$ cat src/rtl/time_set_controller_pkg.sv
// Shared types for the time-setting controller: FSM states, blink-field codes, width helper.
// Pure declarations; no logic, no latency.
package clock_pkg;

    typedef enum logic [1:0] {
        IDLE   = 2'd0,
        EDIT_H = 2'd1,
        EDIT_M = 2'd2,
        COMMIT = 2'd3
    } state_t;

    localparam logic [1:0] FIELD_NONE    = 2'd0;
    localparam logic [1:0] FIELD_HOURS   = 2'd1;
    localparam logic [1:0] FIELD_MINUTES = 2'd2;

    function automatic int cnt_w(input int max);
        return $clog2(max) + 1;
    endfunction

endpackage

$ cat src/rtl/time_set_controller_if.sv
// Button/time-value bundle between the user front panel and the time-set controller.
// Plain level signals; no handshake, no backpressure.
interface time_set_controller_if #(
    parameter int HOURS_MAX   = 24,
    parameter int MINUTES_MAX = 60
);
    import clock_pkg::*;

    localparam int HW = cnt_w(HOURS_MAX);
    localparam int MW = cnt_w(MINUTES_MAX);

    logic          repeat_tick;
    logic          btn_mode;
    logic          btn_inc;
    logic          btn_dec;
    logic [HW-1:0] cur_hours;
    logic [MW-1:0] cur_minutes;
    logic          load_time;
    logic [HW-1:0] new_hours;
    logic [MW-1:0] new_minutes;
    logic [MW-1:0] new_seconds;
    logic [1:0]    edit_field;
    logic          edit_active;

    modport master (
        output repeat_tick, btn_mode, btn_inc, btn_dec, cur_hours, cur_minutes,
        input  load_time, new_hours, new_minutes, new_seconds, edit_field, edit_active
    );

    modport slave (
        input  repeat_tick, btn_mode, btn_inc, btn_dec, cur_hours, cur_minutes,
        output load_time, new_hours, new_minutes, new_seconds, edit_field, edit_active
    );

endinterface

$ cat src/rtl/time_set_controller_button.sv
// Press-edge detector with optional auto-repeat; evt is a registered 1-cycle pulse,
// one cycle after the level first rises. No backpressure: events are never held.
module button_repeat
    import clock_pkg::*;
#(
    parameter int REPEAT_DELAY = 50,
    parameter int REPEAT_RATE  = 10,
    parameter bit REPEAT_EN    = 1'b1
) (
    input  logic clk,
    input  logic rst,
    input  logic i_repeat_tick,
    input  logic i_btn,
    output logic o_evt
);

    localparam int CMAX = (REPEAT_DELAY > REPEAT_RATE) ? REPEAT_DELAY : REPEAT_RATE;
    localparam int CW   = $clog2(CMAX + 1);

    logic          r_prev;
    logic          r_evt;
    logic          r_rep;
    logic [CW-1:0] r_cnt;

    logic          w_edge;
    logic          w_fire;
    logic          w_rep_nxt;
    logic [CW-1:0] w_cnt_nxt;

    // r_rep distinguishes the initial hold delay from the steady repeat period
    always_comb begin
        w_edge    = i_btn & ~r_prev;
        w_fire    = 1'b0;
        w_rep_nxt = r_rep;
        w_cnt_nxt = r_cnt;
        if (!i_btn) begin
            w_rep_nxt = 1'b0;
            w_cnt_nxt = '0;
        end else if (REPEAT_EN && i_repeat_tick) begin
            if (r_rep ? (r_cnt == CW'(REPEAT_RATE - 1)) : (r_cnt == CW'(REPEAT_DELAY - 1))) begin
                w_fire    = 1'b1;
                w_rep_nxt = 1'b1;
                w_cnt_nxt = '0;
            end else begin
                w_cnt_nxt = r_cnt + CW'(1);
            end
        end
    end

    always_ff @(posedge clk) begin
        if (rst) begin
            r_prev <= 1'b0;
            r_evt  <= 1'b0;
            r_rep  <= 1'b0;
            r_cnt  <= '0;
        end else begin
            r_prev <= i_btn;
            r_evt  <= w_edge | w_fire;
            r_rep  <= w_rep_nxt;
            r_cnt  <= w_cnt_nxt;
        end
    end

    assign o_evt = r_evt;

endmodule

$ cat src/rtl/time_set_controller.sv
// Time-set FSM: snapshot, edit hours then minutes, commit with a 1-cycle load strobe.
// btn_mode rise to load_time is 2 cycles from EDIT_M; no backpressure on load_time.
module time_set_controller
    import clock_pkg::*;
#(
    parameter int HOURS_MAX    = 24,
    parameter int MINUTES_MAX  = 60,
    parameter int REPEAT_DELAY = 50,
    parameter int REPEAT_RATE  = 10,
    parameter int TIMEOUT      = 1000
) (
    input logic clk,
    input logic rst,
    time_set_controller_if.slave bus
);

    localparam int HW = cnt_w(HOURS_MAX);
    localparam int MW = cnt_w(MINUTES_MAX);
    localparam int TW = $clog2(TIMEOUT + 1);

    logic          w_mode_evt;
    logic          w_inc_evt;
    logic          w_dec_evt;
    logic          w_inc;
    logic          w_dec;
    logic          w_any_evt;
    state_t        w_state_nxt;
    logic [HW-1:0] w_sh_nxt;
    logic [MW-1:0] w_sm_nxt;
    logic [TW-1:0] w_to_nxt;

    state_t        r_state;
    logic [HW-1:0] r_sh;
    logic [MW-1:0] r_sm;
    logic [TW-1:0] r_to;
    logic          r_load;
    logic [HW-1:0] r_new_h;
    logic [MW-1:0] r_new_m;
    logic [1:0]    r_field;
    logic          r_active;

    button_repeat #(.REPEAT_DELAY(REPEAT_DELAY), .REPEAT_RATE(REPEAT_RATE), .REPEAT_EN(1'b0)) u_mode (
        .clk(clk), .rst(rst), .i_repeat_tick(bus.repeat_tick), .i_btn(bus.btn_mode), .o_evt(w_mode_evt)
    );
    button_repeat #(.REPEAT_DELAY(REPEAT_DELAY), .REPEAT_RATE(REPEAT_RATE), .REPEAT_EN(1'b1)) u_inc (
        .clk(clk), .rst(rst), .i_repeat_tick(bus.repeat_tick), .i_btn(bus.btn_inc), .o_evt(w_inc_evt)
    );
    button_repeat #(.REPEAT_DELAY(REPEAT_DELAY), .REPEAT_RATE(REPEAT_RATE), .REPEAT_EN(1'b1)) u_dec (
        .clk(clk), .rst(rst), .i_repeat_tick(bus.repeat_tick), .i_btn(bus.btn_dec), .o_evt(w_dec_evt)
    );

    // Field edit is applied before the mode advance, so both can happen in one cycle
    always_comb begin
        w_inc       = w_inc_evt & ~w_dec_evt;
        w_dec       = w_dec_evt & ~w_inc_evt;
        w_any_evt   = w_mode_evt | w_inc_evt | w_dec_evt;
        w_state_nxt = r_state;
        w_sh_nxt    = r_sh;
        w_sm_nxt    = r_sm;
        w_to_nxt    = '0;
        case (r_state)
            IDLE: begin
                if (w_mode_evt) begin
                    w_sh_nxt    = (bus.cur_hours   >= HW'(HOURS_MAX))   ? '0 : bus.cur_hours;
                    w_sm_nxt    = (bus.cur_minutes >= MW'(MINUTES_MAX)) ? '0 : bus.cur_minutes;
                    w_state_nxt = EDIT_H;
                end
            end
            EDIT_H, EDIT_M: begin
                if (r_state == EDIT_H) begin
                    if (w_inc)      w_sh_nxt = (r_sh == HW'(HOURS_MAX - 1)) ? '0 : r_sh + HW'(1);
                    else if (w_dec) w_sh_nxt = (r_sh == '0) ? HW'(HOURS_MAX - 1) : r_sh - HW'(1);
                    if (w_mode_evt) w_state_nxt = EDIT_M;
                end else begin
                    if (w_inc)      w_sm_nxt = (r_sm == MW'(MINUTES_MAX - 1)) ? '0 : r_sm + MW'(1);
                    else if (w_dec) w_sm_nxt = (r_sm == '0) ? MW'(MINUTES_MAX - 1) : r_sm - MW'(1);
                    if (w_mode_evt) w_state_nxt = COMMIT;
                end
                if (w_any_evt) begin
                    w_to_nxt = '0;
                end else if (bus.repeat_tick) begin
                    if (r_to == TW'(TIMEOUT - 1)) w_state_nxt = IDLE;
                    else                          w_to_nxt    = r_to + TW'(1);
                end else begin
                    w_to_nxt = r_to;
                end
            end
            default: w_state_nxt = IDLE;
        endcase
    end

    always_ff @(posedge clk) begin
        if (rst) begin
            r_state  <= IDLE;
            r_sh     <= '0;
            r_sm     <= '0;
            r_to     <= '0;
            r_load   <= 1'b0;
            r_new_h  <= '0;
            r_new_m  <= '0;
            r_field  <= FIELD_NONE;
            r_active <= 1'b0;
        end else begin
            r_state  <= w_state_nxt;
            r_sh     <= w_sh_nxt;
            r_sm     <= w_sm_nxt;
            r_to     <= w_to_nxt;
            r_load   <= (w_state_nxt == COMMIT);
            r_new_h  <= w_sh_nxt;
            r_new_m  <= w_sm_nxt;
            r_field  <= (w_state_nxt == EDIT_H) ? FIELD_HOURS :
                        (w_state_nxt == EDIT_M) ? FIELD_MINUTES : FIELD_NONE;
            r_active <= (w_state_nxt == EDIT_H) || (w_state_nxt == EDIT_M);
        end
    end

    assign bus.load_time   = r_load;
    assign bus.new_hours   = r_new_h;
    assign bus.new_minutes = r_new_m;
    assign bus.new_seconds = '0;
    assign bus.edit_field  = r_field;
    assign bus.edit_active = r_active;

endmodule
$ cat src/flat_wrapper.sv
// flat-port wrapper written by rule: the top's interface ports become plain ports
module time_set_controller_flat import clock_pkg::*;
#(
    parameter int HOURS_MAX    = 24,
    parameter int MINUTES_MAX  = 60,
    parameter int REPEAT_DELAY = 50,
    parameter int REPEAT_RATE  = 10,
    parameter int TIMEOUT      = 1000
)
  (clk, rst, bus_repeat_tick, bus_btn_mode, bus_btn_inc, bus_btn_dec, bus_cur_hours, bus_cur_minutes, bus_load_time, bus_new_hours, bus_new_minutes, bus_new_seconds, bus_edit_field, bus_edit_active);
  time_set_controller_if #(.HOURS_MAX(HOURS_MAX), .MINUTES_MAX(MINUTES_MAX)) bus_i ();
  input logic clk;
  input logic rst;
  input wire logic [$bits(bus_i.repeat_tick)-1:0] bus_repeat_tick;
  input wire logic [$bits(bus_i.btn_mode)-1:0] bus_btn_mode;
  input wire logic [$bits(bus_i.btn_inc)-1:0] bus_btn_inc;
  input wire logic [$bits(bus_i.btn_dec)-1:0] bus_btn_dec;
  input wire logic [$bits(bus_i.cur_hours)-1:0] bus_cur_hours;
  input wire logic [$bits(bus_i.cur_minutes)-1:0] bus_cur_minutes;
  output wire logic [$bits(bus_i.load_time)-1:0] bus_load_time;
  output wire logic [$bits(bus_i.new_hours)-1:0] bus_new_hours;
  output wire logic [$bits(bus_i.new_minutes)-1:0] bus_new_minutes;
  output wire logic [$bits(bus_i.new_seconds)-1:0] bus_new_seconds;
  output wire logic [$bits(bus_i.edit_field)-1:0] bus_edit_field;
  output wire logic [$bits(bus_i.edit_active)-1:0] bus_edit_active;
  assign bus_i.repeat_tick = bus_repeat_tick;
  assign bus_i.btn_mode = bus_btn_mode;
  assign bus_i.btn_inc = bus_btn_inc;
  assign bus_i.btn_dec = bus_btn_dec;
  assign bus_i.cur_hours = bus_cur_hours;
  assign bus_i.cur_minutes = bus_cur_minutes;
  assign bus_load_time = bus_i.load_time;
  assign bus_new_hours = bus_i.new_hours;
  assign bus_new_minutes = bus_i.new_minutes;
  assign bus_new_seconds = bus_i.new_seconds;
  assign bus_edit_field = bus_i.edit_field;
  assign bus_edit_active = bus_i.edit_active;
  time_set_controller #(.HOURS_MAX(HOURS_MAX), .MINUTES_MAX(MINUTES_MAX), .REPEAT_DELAY(REPEAT_DELAY), .REPEAT_RATE(REPEAT_RATE), .TIMEOUT(TIMEOUT)) u_core (.clk(clk), .rst(rst), .bus(bus_i));
endmodule
$ cat config.mk
export PLATFORM = sky130hd
export DESIGN_NAME = time_set_controller_flat
export DESIGN_NICKNAME = d
export VERILOG_FILES = /design/src/rtl/time_set_controller_pkg.sv /design/src/rtl/time_set_controller_if.sv /design/src/rtl/time_set_controller_button.sv /design/src/rtl/time_set_controller.sv /design/src/flat_wrapper.sv
export SDC_FILE = /design/constraint.sdc
export NUM_CORES = 1
export LEC_CHECK = 0
export CORE_MARGIN = 2
export CORE_UTILIZATION = 40
export CTS_BUF_LIST = sky130_fd_sc_hd__clkbuf_4 sky130_fd_sc_hd__clkbuf_8 sky130_fd_sc_hd__clkbuf_16
export CTS_CLUSTER_SIZE = 8
export DETAILED_ROUTE_END_ITERATION = 8
export HOLD_SLACK_MARGIN = 0.12
export SETUP_SLACK_MARGIN = 0.1
export SYNTH_ARGS = -nofsm -noshare
export SYNTH_HDL_FRONTEND = slang
export SYNTH_SLANG_ARGS = --single-unit
$ cat constraint.sdc
create_clock -name clk -period 4.4 [get_ports clk]
set_input_delay 0.88 -clock clk [delete_from_list [all_inputs] [get_ports clk]]
set_output_delay 0.88 -clock clk [all_outputs]
set_load 0.005 [all_outputs]
==> summary.md, run 1 <==
| Metric | Value |
|---|---|
| Mapped Area | `2810 sq um` |
| CP Buf/Inv Count | `3` |
| Vias | `2427` |
| Clock Skews | `9.42 ps` |
| Max incr delay on CP | `660 ps` |
| Worst-path cell chain | `inv_1 > ha_1 > inv_1 > a41oi_1 > a21oi_1 > a211o_1 > inv_1 > ha_1 > nor2_1` |
| Overflow after GRT | `0` |
| CP Capture Type | `flip-flop` |
| Layout cells sized above 1 | `0.0492` |
| Vias in the first global route | `2248` |
| Post-synthesis register bit count | `49` |
| Gate Count Post-Synth | `338` |
| Total wire length | `6040 um` |
| Cell mode on critical path | `inv_1` |
| Avg Cell Area, Syn | `8.30 sq um` |
| Drt initial violations | `108` |
| Crit path launch | `u_core.r_state[0]$_SDFF_PP0_` |
| Worst r2r src | `u_core.r_state[0]$_SDFF_PP0_` |
| Most frequent cells after synthesis | `dfxtp_1, nor2_1, nand2_1` |
| DP HPWL | `4410 um` |
| Horiz. Die Dim | `87.7 um` |
| Setup Buffers After CTS | `0` |
| Synth area leader | `dfxtp_1` |
| Final GP Congestion | `0.884` |
| Final hold violations | `0` |
| Main synth FF type | `dfxtp_1` |
| Initial antenna violation count | `0` |
| CTS sink count | `49` |
| Minimum clock period | `2550 ps` |
| Slew margin rel. | `0.493` |
| Clock H-tree levels | `2` |
| Wire length of the first global-routing pass | `10100 um` |
| Hold buffers post-CTS | `0` |
| Post-route clock period utilization | `0.580` |
| CTS buffer count | `5` |
| Row Count | `30` |
| DIE AREA | `7700 sq um` |
| Post-synth ARST share | `0` |
| Critical Path AT | `2790 ps` |
| Latest clock arrival within the worst-skew pair | `310 ps` |
| CTS max path bufs | `2` |
| # port buffers | `35` |
| Number of enable flip-flop cells after synthesis | `0` |
| RSZ-0062 raised after global routing | `false` |
| CTS root buf | `clkbuf_8` |
| Setup TNS | `0 ps` |
| Nets@finish | `403` |
| Crit Path Class | `reg -> reg` |
| Tot Pwr | `1.05 mW` |
| Most frequent cell after synthesis | `dfxtp_1` |
| Clock slew seen by the registers of the worst setup and hold paths | `90 ps` |
| Power Density | `316 nW/um^2` |
| Slew @ Worst Pin | `750 ps` |
| DRC | `0` |
| Diode count | `0` |
| P_leak | `1.23 nW` |
| Max VDD drop | `0.000162 V` |
| Worst path required time | `4640 ps` |
| DR vias/cell | `5.25` |
| Sequential area share after synthesis | `0.350` |
| Final instance count without filler cells | `462` |
| CORE AREA | `6790 sq um` |
| YS warnings | `0` |
| Mean routed wirelength per cell | `13.1 um` |
| Router iterations before antenna repair | `4` |
| Crit start category | `flip-flop` |
| Worst hold slack | `385 ps` |
| Slowest cell on the critical path | `ha_1` |
| Cts repair resizes | `0` |
| Largest net degree at the start of global routing | `19` |
| Max Cap Viol | `0` |
| Setup WS post-layout | `1850 ps` |
| Crit-path leading delay family | `adder cells` |
| FMAX | `392 MHz` |
| Final Max Tran Viols | `0` |
| Count of different cell masters after synthesis | `55` |
| Total GRT Usage | `0.164` |
| Crit-path max FO | `17` |
| Hold WC Path Type | `reg -> reg` |
| Setup violations, final | `0` |
| Status | `finished clean` |
| Area growth syn-to-layout | `18.0%` |
| Hold path start | `u_core.u_mode.r_prev$_SDFF_PP0_` |
| # IOs | `43` |
| Die H | `87.7 um` |
| # fillers | `674` |
| Setup WS pre-CTS | `1570 ps` |
| TritonCTS clock tree | `yes` |
| Routed Antenna Nets | `0` |
| Synth top area share | `0.350` |
| Placed insts | `455` |
| Synth top area cells | `dfxtp_1, ha_1, nor2_1` |
| Initial core utilization | `0.413` |
[final cells by class]
cell class / count / area, sq um / share of cell area
inverter: 20 / 75.1 / 0.0227
clock inverter: 2 / 35.0 / 0.0106
multi-input combinational: 251 / 1650 / 0.498
timing repair buffer: 39 / 380 / 0.115
sequential: 49 / 981 / 0.296
tap: 96 / 120 / 0.0363
clock buffer: 5 / 68.8 / 0.0208
[report_power, final]
part / switching [mW] / total (mW) / internal (mW) / leakage (nW)
logic: 0.118 / 0.234 / 0.117 / 0.781
registers: 0.0363 / 0.500 / 0.464 / 0.399
clock network: 0.147 / 0.312 / 0.165 / 0.0540
[cell families after synthesis]
group,count (synthesis),synth area share
AND/OR/NAND/NOR,127,0.234
AO/OA/AOI/OAI,71,0.173
flip-flops,49,0.350
buffers and inverters,44,0.0705
XOR/XNOR,22,0.0687
adder cells (fa/ha/maj),18,0.0803
multiplexers,6,0.0223
other,1,0.00134
[through the flow]
stage                     instance area [sq um]  utilization
after floorplan                            2830            -
after global placement                     3210        0.472
after detailed placement                   3210        0.472
after CTS                                  3310        0.487
after global routing                       3310        0.487
final                                      3310        0.487
[layer usage]
layer	up-vias	GRT usage	part of all wire
met3	5	0.0377	0.037
met2	47	0.274	0.47
met1	1134	0.210	0.48
li1	1241	-	-
met5	-	0	0
met4	0	0.0517	0.0088
[final timing paths]
| path | to | cells past startpoint | slack [ps] |
|---|---|---|---|
| worst max-delay path | u_core.bus.edit_active$_SDFF_PP0_ | 9 | 1850 |
| worst max register to register | u_core.bus.edit_active$_SDFF_PP0_ | 9 | 1850 |
| worst min-delay path | u_core.u_mode.o_evt$_SDFF_PP0_ | 1 | 390 |
| worst min register to register | u_core.u_mode.o_evt$_SDFF_PP0_ | 1 | 390 |
[registers in the layout (all words and copies together), names as in the netlist, 2 cells and up]
name and cells:
u_core.u_dec.r_cnt 6, u_core.u_inc.r_cnt 6, u_core.r_sh 6, u_core.bus.edit_field 2, u_core.r_to 10, u_core.r_state 2, u_core.r_sm 7
[layout by cell type (no fill, tap or decap), types with 3 or more instances in the layout]
cell	n
a32oi_1	3
o211ai_1	3
dfxtp_1	49
nor3_1	4
nor2b_1	7
o41ai_1	3
a211oi_1	6
clkbuf_8	5
nand2_1	25
mux2i_1	4
conb_1	7
nand3_1	8
clkdlybuf4s50_1	35
nor3b_1	4
nor2_1	44
a22oi_1	4
and3_1	6
o21ai_0	14
xnor2_1	11
nand4_1	9
buf_4	4
inv_1	20
xor2_1	11
o22ai_1	3
a21oi_1	17
ha_1	18
Power figures use the tool's default switching activity.
==> inputs of run 2 (changes only) <==
==> constraint.sdc (replaced) <==
create_clock -name clk -period 2.7 [get_ports clk]
set_input_delay 0.54 -clock clk [delete_from_list [all_inputs] [get_ports clk]]
set_output_delay 0.54 -clock clk [all_outputs]
set_load 0.005 [all_outputs]
==> run 2 against run 1 <==
Net effect:
- sequential power increased by 63%
- via count grew 1.2%
- largest cell class unchanged
- global-route usage is 0.45 points higher
- non-clock buffer count increased by 2
- clock skew about the same
- count of clock-buffer cells in the layout stayed put
- worst hold slack about the same
- setup slack lost 1300 ps
- highest routed layer unchanged
==> summary.md, run 2 (synthesized netlist as in run 1, its figures left out) <==
| Metric | Value |
|---|---|
| Status | `finished clean` |
| Drt initial violations | `76` |
| Row Count | `30` |
| Vias | `2456` |
| FMAX | `464 MHz` |
| Setup violations, final | `0` |
| Slew margin rel. | `0.623` |
| RSZ-0062 raised after global routing | `false` |
| Hold WC Path Type | `reg -> reg` |
| P_leak | `1.23 nW` |
| Router iterations before antenna repair | `4` |
| # IOs | `43` |
| Cts repair resizes | `0` |
| Overflow after GRT | `0` |
| Vias in the first global route | `2228` |
| Hold Path Depth | `1` |
| Final Max Tran Viols | `0` |
| # port buffers | `35` |
| Hold buffers post-CTS | `0` |
| Slew @ Worst Pin | `558 ps` |
| Layout cells sized above 1 | `0.0543` |
| R2R depth | `9` |
| Wire length of the first global-routing pass | `10400 um` |
| Multi-input gate area | `1650 sq um` |
| CP Capture Type | `flip-flop` |
| CTS sink count | `49` |
| Crit Path Class | `reg -> reg` |
| DIE AREA | `7700 sq um` |
| Clock Skews | `9.37 ps` |
| Initial core utilization | `0.413` |
| CORE AREA | `6790 sq um` |
| Reg area | `981 sq um` |
| CTS root buf | `clkbuf_8` |
| DP HPWL | `4520 um` |
| Routed Antenna Nets | `0` |
| Largest net degree at the start of global routing | `19` |
| Most frequent cells in the layout | `dfxtp_1, nor2_1, clkdlybuf4s50_1` |
| Final instance count without filler cells | `464` |
| CTS max path bufs | `2` |
| Placed insts | `457` |
| Initial antenna violation count | `0` |
| Final hold violations | `0` |
| Setup Buffers After CTS | `0` |
| Total wire length | `6210 um` |
| Worst hold slack | `385 ps` |
| Critical Path AT | `2400 ps` |
| Crit start category | `flip-flop` |
| Post-route clock period utilization | `0.798` |
| Worst path required time | `2940 ps` |
| Setup TNS | `0 ps` |
| Power Density | `495 nW/um^2` |
| Commonest non-fill, non-tap cell in the layout | `dfxtp_1` |
| Max Cap Viol | `0` |
| Top reg by flops | `u_core.r_to` |
| # fillers | `652` |
| Largest regs | `u_core.r_to x10, u_core.r_sm x7` |
| Clock slew seen by the registers of the worst setup and hold paths | `90 ps` |
| Max VDD drop | `0.000288 V` |
| Latest clock arrival within the worst-skew pair | `310 ps` |
| Nets@finish | `405` |
| Mean routed wirelength per cell | `13.4 um` |
| DR vias/cell | `5.29` |
| Crit-path max FO | `9` |
| TritonCTS clock tree | `yes` |
| DRC | `0` |
| Horiz. Die Dim | `87.7 um` |
| Diode count | `0` |
| Final GP Congestion | `0.801` |
| Total GRT Usage | `0.169` |
| CTS buffer count | `5` |
| Area growth syn-to-layout | `17.8%` |
| Minimum clock period | `2160 ps` |
| Clock H-tree levels | `2` |
| Die H | `87.7 um` |
| Largest register FFs | `10` |
run 2: cell types whose count changed in the layout (fill, tap and decap cells not counted):
cell	delta
clkinvlp_4	+1
bufinv_16	-1
clkinv_4	+1
buf_4	+2
clkinv_2	-1
run 2: power breakdown:
group          leakage (nW)  switching (mW)  internal, mW
Sequential            0.399          0.0582         0.756
Combinational         0.791           0.192         0.194
Clock                0.0402           0.258         0.179
Total                  1.23           0.508          1.13
run 2: final timing paths:
path / slack (ps) / to / from
hold reg to reg: 390 / u_core.u_mode.o_evt$_SDFF_PP0_ / u_core.u_mode.r_prev$_SDFF_PP0_
setup reg to reg: 540 / u_core.bus.edit_active$_SDFF_PP0_ / u_core.r_state[0]$_SDFF_PP0_
hold / removal: 390 / u_core.u_mode.o_evt$_SDFF_PP0_ / u_core.u_mode.r_prev$_SDFF_PP0_
setup / recovery: 540 / u_core.bus.edit_active$_SDFF_PP0_ / u_core.r_state[0]$_SDFF_PP0_
run 2: worst max-delay path, cell delays in order, from the launching register on:
cell     delay, ps
dfxtp_1        390
inv_1          100
ha_1           450
inv_1          160
a41oi_1        240
a21oi_1         70
a211o_1        300
inv_1           80
ha_1           220
nor2_1         100
run 2: layout make-up:
cell class / instances / share of cell area
well taps: 96 / 0.0363
repair buffers: 41 / 0.120
clock buffers: 5 / 0.0208
multi-input cells: 251 / 0.499
inverters: 20 / 0.0227
flip-flops and latches: 49 / 0.297
clock inverters: 2 / 0.00492
run 2: routing by layer:
metal / vias up / part of all wire / GRT usage
li1: 1249 / - / -
met1: 1143 / 0.47 / 0.221
met2: 55 / 0.47 / 0.284
met3: 9 / 0.040 / 0.0254
met4: 0 / 0.016 / 0.0559
met5: - / 0 / 0
run 2: per-stage QoR:
stage,util,area [sq um],power (mW),setup WS [ps]
after detailed placement,0.474,3220,1.22,467
after CTS,0.487,3310,1.66,539
final,0.487,3310,1.64,545
after global placement,0.474,3220,1.21,483
after global routing,0.487,3310,1.73,274
after floorplan,-,2830,1.08,676
==> inputs of run 3 (changes only) <==
==> constraint.sdc (replaced) <==
create_clock -name clk -period 2.1 [get_ports clk]
set_input_delay 0.42 -clock clk [delete_from_list [all_inputs] [get_ports clk]]
set_output_delay 0.42 -clock clk [all_outputs]
set_load 0.005 [all_outputs]
==> run 3 against run 2 <==
Net effect:
- setup slack worse by 380 ps
- global-route usage shrank 0.29 points
- final area increased by 4.7%
- die area unchanged
- wire length shrank 0.82%
- critical endpoint is now u_core.r_sm[5]$_SDFFE_PP0P_
==> summary.md, run 3 (synthesized netlist as in run 1, its figures left out) <==
| Metric | Value |
|---|---|
| Final GP Congestion | `0.836` |
| CP Capture Type | `flip-flop` |
| Logic pwr share | `0.239` |
| Horiz. Die Dim | `87.7 um` |
| Setup WS post-layout | `162 ps` |
| Setup TNS | `0 ps` |
| Largest regs | `u_core.r_to x10, u_core.r_sm x7` |
| RSZ-0062 raised after global routing | `true` |
| Crit-path max FO | `7` |
| Sequential group share of total power | `0.452` |
| Vias | `2486` |
| Final hold violations | `0` |
| Mean routed wirelength per cell | `13.0 um` |
| CTS buffer count | `5` |
| Placed insts | `461` |
| Total wire length | `6160 um` |
| Layout cells sized above 1 | `0.113` |
| Internal power | `1.65 mW` |
| DRC | `0` |
| Largest net degree at the start of global routing | `19` |
| DIE AREA | `7700 sq um` |
| FMAX | `516 MHz` |
| Max Cap Viol | `0` |
| Routed Antenna Nets | `0` |
| Max VDD drop | `0.000336 V` |
| CTS sink count | `49` |
| # port buffers | `35` |
| Minimum clock period | `1940 ps` |
| Largest register FFs | `10` |
| Critical Path AT | `2200 ps` |
| Clock Skews | `11.0 ps` |
| Net Switching | `662 uW` |
| Setup WS pre-CTS | `-83.4 ps` |
| Clock slew seen by the registers of the worst setup and hold paths | `100 ps` |
| Initial core utilization | `0.413` |
| Hold buffers post-CTS | `0` |
| CTS max path bufs | `2` |
| Hold WC Path Type | `reg -> reg` |
| Router iterations before antenna repair | `4` |
| Most frequent cells in the layout | `nor2_1, dfxtp_1, clkdlybuf4s50_1` |
| Top reg by flops | `u_core.r_to` |
| Total GRT Usage | `0.166` |
| Power Density | `669 nW/um^2` |
| R2R depth | `6` |
| Worst hold slack | `377 ps` |
| CTS root buf | `clkbuf_8` |
| Status | `finished clean` |
| Worst r2r src | `u_core.r_sm[1]$_SDFFE_PP0P_` |
| DP HPWL | `4420 um` |
| Vias in the first global route | `2253` |
| Worst path required time | `2360 ps` |
| Max incr delay on CP | `460 ps` |
| Crit Path Class | `reg -> reg` |
| Diode count | `0` |
| Clock share of power | `0.308` |
| Drt initial violations | `85` |
| Row Count | `30` |
| Hold path start | `u_core.u_mode.r_prev$_SDFF_PP0_` |
| Placement Cell Area | `3250 sq um` |
| Area growth syn-to-layout | `23.3%` |
| Crit start category | `flip-flop` |
| Sw Share | `0.286` |
| Post-route clock period utilization | `0.923` |
| Die H | `87.7 um` |
| Nets@finish | `415` |
| Final Cell Area | `3460 sq um` |
| Slowest cell on the critical path | `or4_4` |
| Crit path launch | `u_core.r_sm[1]$_SDFFE_PP0P_` |
| Latest clock arrival within the worst-skew pair | `300 ps` |
| Initial antenna violation count | `0` |
| TritonCTS clock tree | `yes` |
| Clock H-tree levels | `2` |
| # IOs | `43` |
| Setup violations, final | `0` |
| Final Max Tran Viols | `0` |
| CORE AREA | `6790 sq um` |
| DR vias/cell | `5.23` |
| Overflow after GRT | `0` |
| Hold Path Depth | `1` |
| Worst-path cell chain | `inv_1 > ha_1 > or3b_4 > or4_4 > a311oi_2 > o221a_2` |
| P_leak | `1.31 nW` |
| Final instance count without filler cells | `475` |
| Wire length of the first global-routing pass | `10200 um` |
## run 3: power groups by stage
stage,registers [mW],clock network (mW),logic (mW)
2_1_floorplan,1.03,0,0.357
3_3_place_gp,1.06,0,0.502
3_5_place_dp,1.06,0,0.507
4_1_cts,1.04,0.746,0.526
5_1_grt,1.06,0.777,0.608
6_report,1.05,0.713,0.554
## run 3: worst paths after layout
check | endpoint | slack, ps
setup reg to reg | u_core.r_sm[5]$_SDFFE_PP0P_ | 160
setup / recovery | u_core.r_sm[5]$_SDFFE_PP0P_ | 160
hold reg to reg | u_core.u_mode.o_evt$_SDFF_PP0_ | 380
hold / removal | u_core.u_mode.o_evt$_SDFF_PP0_ | 380
## run 3: through the flow
stage               total power [mW]  utilization
floorplan                       1.39            -
global placement                1.57        0.478
detailed placement              1.57        0.478
CTS                             2.31        0.500
global route                    2.44        0.509
finish                          2.31        0.509
## run 3: layout make-up
| class | count | area, sq um |
|---|---|---|
| Timing Repair Buffer | 51 | 470 |
| Sequential cell | 49 | 987 |
| Clock buffer | 6 | 82.6 |
| Multi-Input combinational cell | 251 | 1690 |
| Inverter | 20 | 75.1 |
| Tap cell | 96 | 120 |
| Fill cell | 669 | 3330 |
| Clock inverter | 2 | 37.5 |
## run 3: timing repair
item,in CTS,in global routing
endpoints found under the setup margin,5,9
endpoints found under the hold margin,0,0
setup buffers,2,4
gates resized for setup,2,10
## run 3: routing by layer
layer | vias up | wire [um] | track usage
met4 | 0 | 73 | 0.0573
met5 | - | 0 | 0
met1 | 1155 | 2930 | 0.213
li1 | 1267 | - | -
met2 | 59 | 2880 | 0.275
met3 | 5 | 283 | 0.0368
## run 3: critical path, delay by kind of cell, from the launching register on
kind | cells | cell delay (ps)
and+or+nand+nor | 2 | 860
AOI/OAI and AO/OA | 2 | 440
DFF | 1 | 360
adders and majority gates | 1 | 170
buffers and inverters | 1 | 60
==> variant, RTL diff (config.mk and constraints of run 3) <==
`TIMEOUT` is set to 1000 in 2 places; all go to 4000.
--- a/src/rtl/time_set_controller.sv
+++ b/src/rtl/time_set_controller.sv
@@ -7,7 +7,7 @@
     parameter int MINUTES_MAX  = 60,
     parameter int REPEAT_DELAY = 50,
     parameter int REPEAT_RATE  = 10,
-    parameter int TIMEOUT      = 1000
+    parameter int TIMEOUT      = 4000
 ) (
     input logic clk,
     input logic rst,
--- a/src/flat_wrapper.sv
+++ b/src/flat_wrapper.sv
@@ -5,7 +5,7 @@
     parameter int MINUTES_MAX  = 60,
     parameter int REPEAT_DELAY = 50,
     parameter int REPEAT_RATE  = 10,
-    parameter int TIMEOUT      = 1000
+    parameter int TIMEOUT      = 4000
 )
   (clk, rst, bus_repeat_tick, bus_btn_mode, bus_btn_inc, bus_btn_dec, bus_cur_hours, bus_cur_minutes, bus_load_time, bus_new_hours, bus_new_minutes, bus_new_seconds, bus_edit_field, bus_edit_active);
   time_set_controller_if #(.HOURS_MAX(HOURS_MAX), .MINUTES_MAX(MINUTES_MAX)) bus_i ();
Formal check against the unedited RTL: no difference found for any inputs over 10 cycles, from zero or initial values and one cycle with rst high; that may be too few to reach the edited logic, so the function may still have changed.
==> variant against run 3 <==
- worst hold slack improved by 0.011 ns
- sequential cell count is 2 higher
- critical endpoint is now u_core.bus.edit_field[1]
- design area increased by 9.8%
- critical path depth unchanged
- first-iteration DRC count is 36% higher
- total power is 2.1% lower
- wire length grew 10%
- highest routed layer unchanged
- setup slack worse by 0.043 ns
- synthesized cell count up 4.4%
- clock skew increased by 0.0033 ns
- area after synthesis up 8.9%
- via count grew 7.8%
- largest cell class unchanged
==> variant: results <==
set metrics [dict create \
    status "completed" \
    synth_area_leaders "dfxtp_1 33%, ha_1 7.4%, xnor2_1 4.9%" \
    post-place-ws_ns -0.264 \
    yosys-mux-area-fraction_pct 2.99 \
    critPathMaxStageDelay_ns 0.54 \
    arrival_ns 2.18 \
    syn_inst 353 \
    post-dp-hpwl_um 4880 \
    met1_usage_pct 21.0 \
    intPower_mw 1.58 \
    gp_congestion 0.860 \
    grt.total_usage_pct 16.5 \
    ys.flop_type "dfxtp_1" \
    synth_xor_area_share_pct 7.45 \
    drtIter0Drc 116 \
    wire_per_inst_um 13.5 \
    grt_pass1_vias 2552 \
    grt_pass1_wl_um 11500 \
    p_leak_nw 1.35 \
    vias 2681 \
    holdPathStages 1 \
    grt_max_degree 20 \
    grt_util_met3_pct 2.74 \
    synth_compound_area_share_pct 17.1 \
    ys_types 66 \
    worstPathMaxFanout 3 \
    post-place-cells 493 \
    drt-met1-wl_um 3140 \
    synth_common_cells "51 x dfxtp_1, 35 x nor2_1, 24 x inv_1, 24 x nand2_1, 18 x ha_1" \
    reg.largest.list "u_core.r_to (12), u_core.r_sm (7)" \
    ys_seq_area_share_pct 33.4 \
    drive_gt1_share_pct 15.3 \
    dpl_cell_area_um2 3600 \
    wl_met2_um 3360 \
    layout.nets 440 \
    grt_use_met2_pct 28.2 \
    fin_skew_ns 0.0143 \
    finalNonFillerCells 503 \
    irDropWorstVdd_mv 0.369 \
]
variant: cell families (layout without fill, tap and decap cells):
group                      after synthesis  after routing
xor gates and xnor gates                26             26
DFF                                     51             51
other                                    1              7
adders and majority gates               18             18
buffers and inverters                   47             92
and+or+nand+nor                        132            132
AOI/OAI and AO/OA                       69             69
muxes                                    9              9
variant: path summary, 6_finish.rpt:
kind / slack (ns) / startpoint / to
setup / recovery: 0.12 / u_core.r_to[5] / u_core.bus.edit_field[1]
hold / removal: 0.39 / u_core.u_mode.r_prev / u_core.u_mode.o_evt
setup reg to reg: 0.12 / u_core.r_to[5] / u_core.bus.edit_field[1]
hold reg to reg: 0.39 / u_core.u_mode.r_prev / u_core.u_mode.o_evt
variant: cell type report:
class | instances | area [um^2]
fillers | 699 | 3530
clock buffers | 6 | 76.3
clock inverters | 2 | 16.3
flip-flops and latches | 51 | 1030
inverters | 24 | 90.1
repair buffers | 60 | 561
well taps | 99 | 124
multi-input cells | 261 | 1900
variant: repair_timing:
action                                 CTS  global route
gates resized for setup                  8            13
cloned                                   0             1
setup buffers                            1             0
pin swaps                                4             8
setup endpoints to repair                3            12
endpoints found under the hold margin    0             0
variant: critical path: cells and delay by family (launching register included):
kind                       cells  cell delay [ns]
and+or+nand+nor                3             1.04
DFF                            1             0.33
AOI/OAI and AO/OA              2             0.30
adders and majority gates      1             0.20
variant: power groups by stage:
stage | combinational (mW) | clock (mW) | sequential [mW]
final | 0.613 | 0.593 | 1.06
after global routing | 0.672 | 0.665 | 1.07
after CTS | 0.583 | 0.624 | 1.06
after detailed placement | 0.576 | 0 | 1.08
after global placement | 0.569 | 0 | 1.08
after floorplan | 0.383 | 0 | 1.07
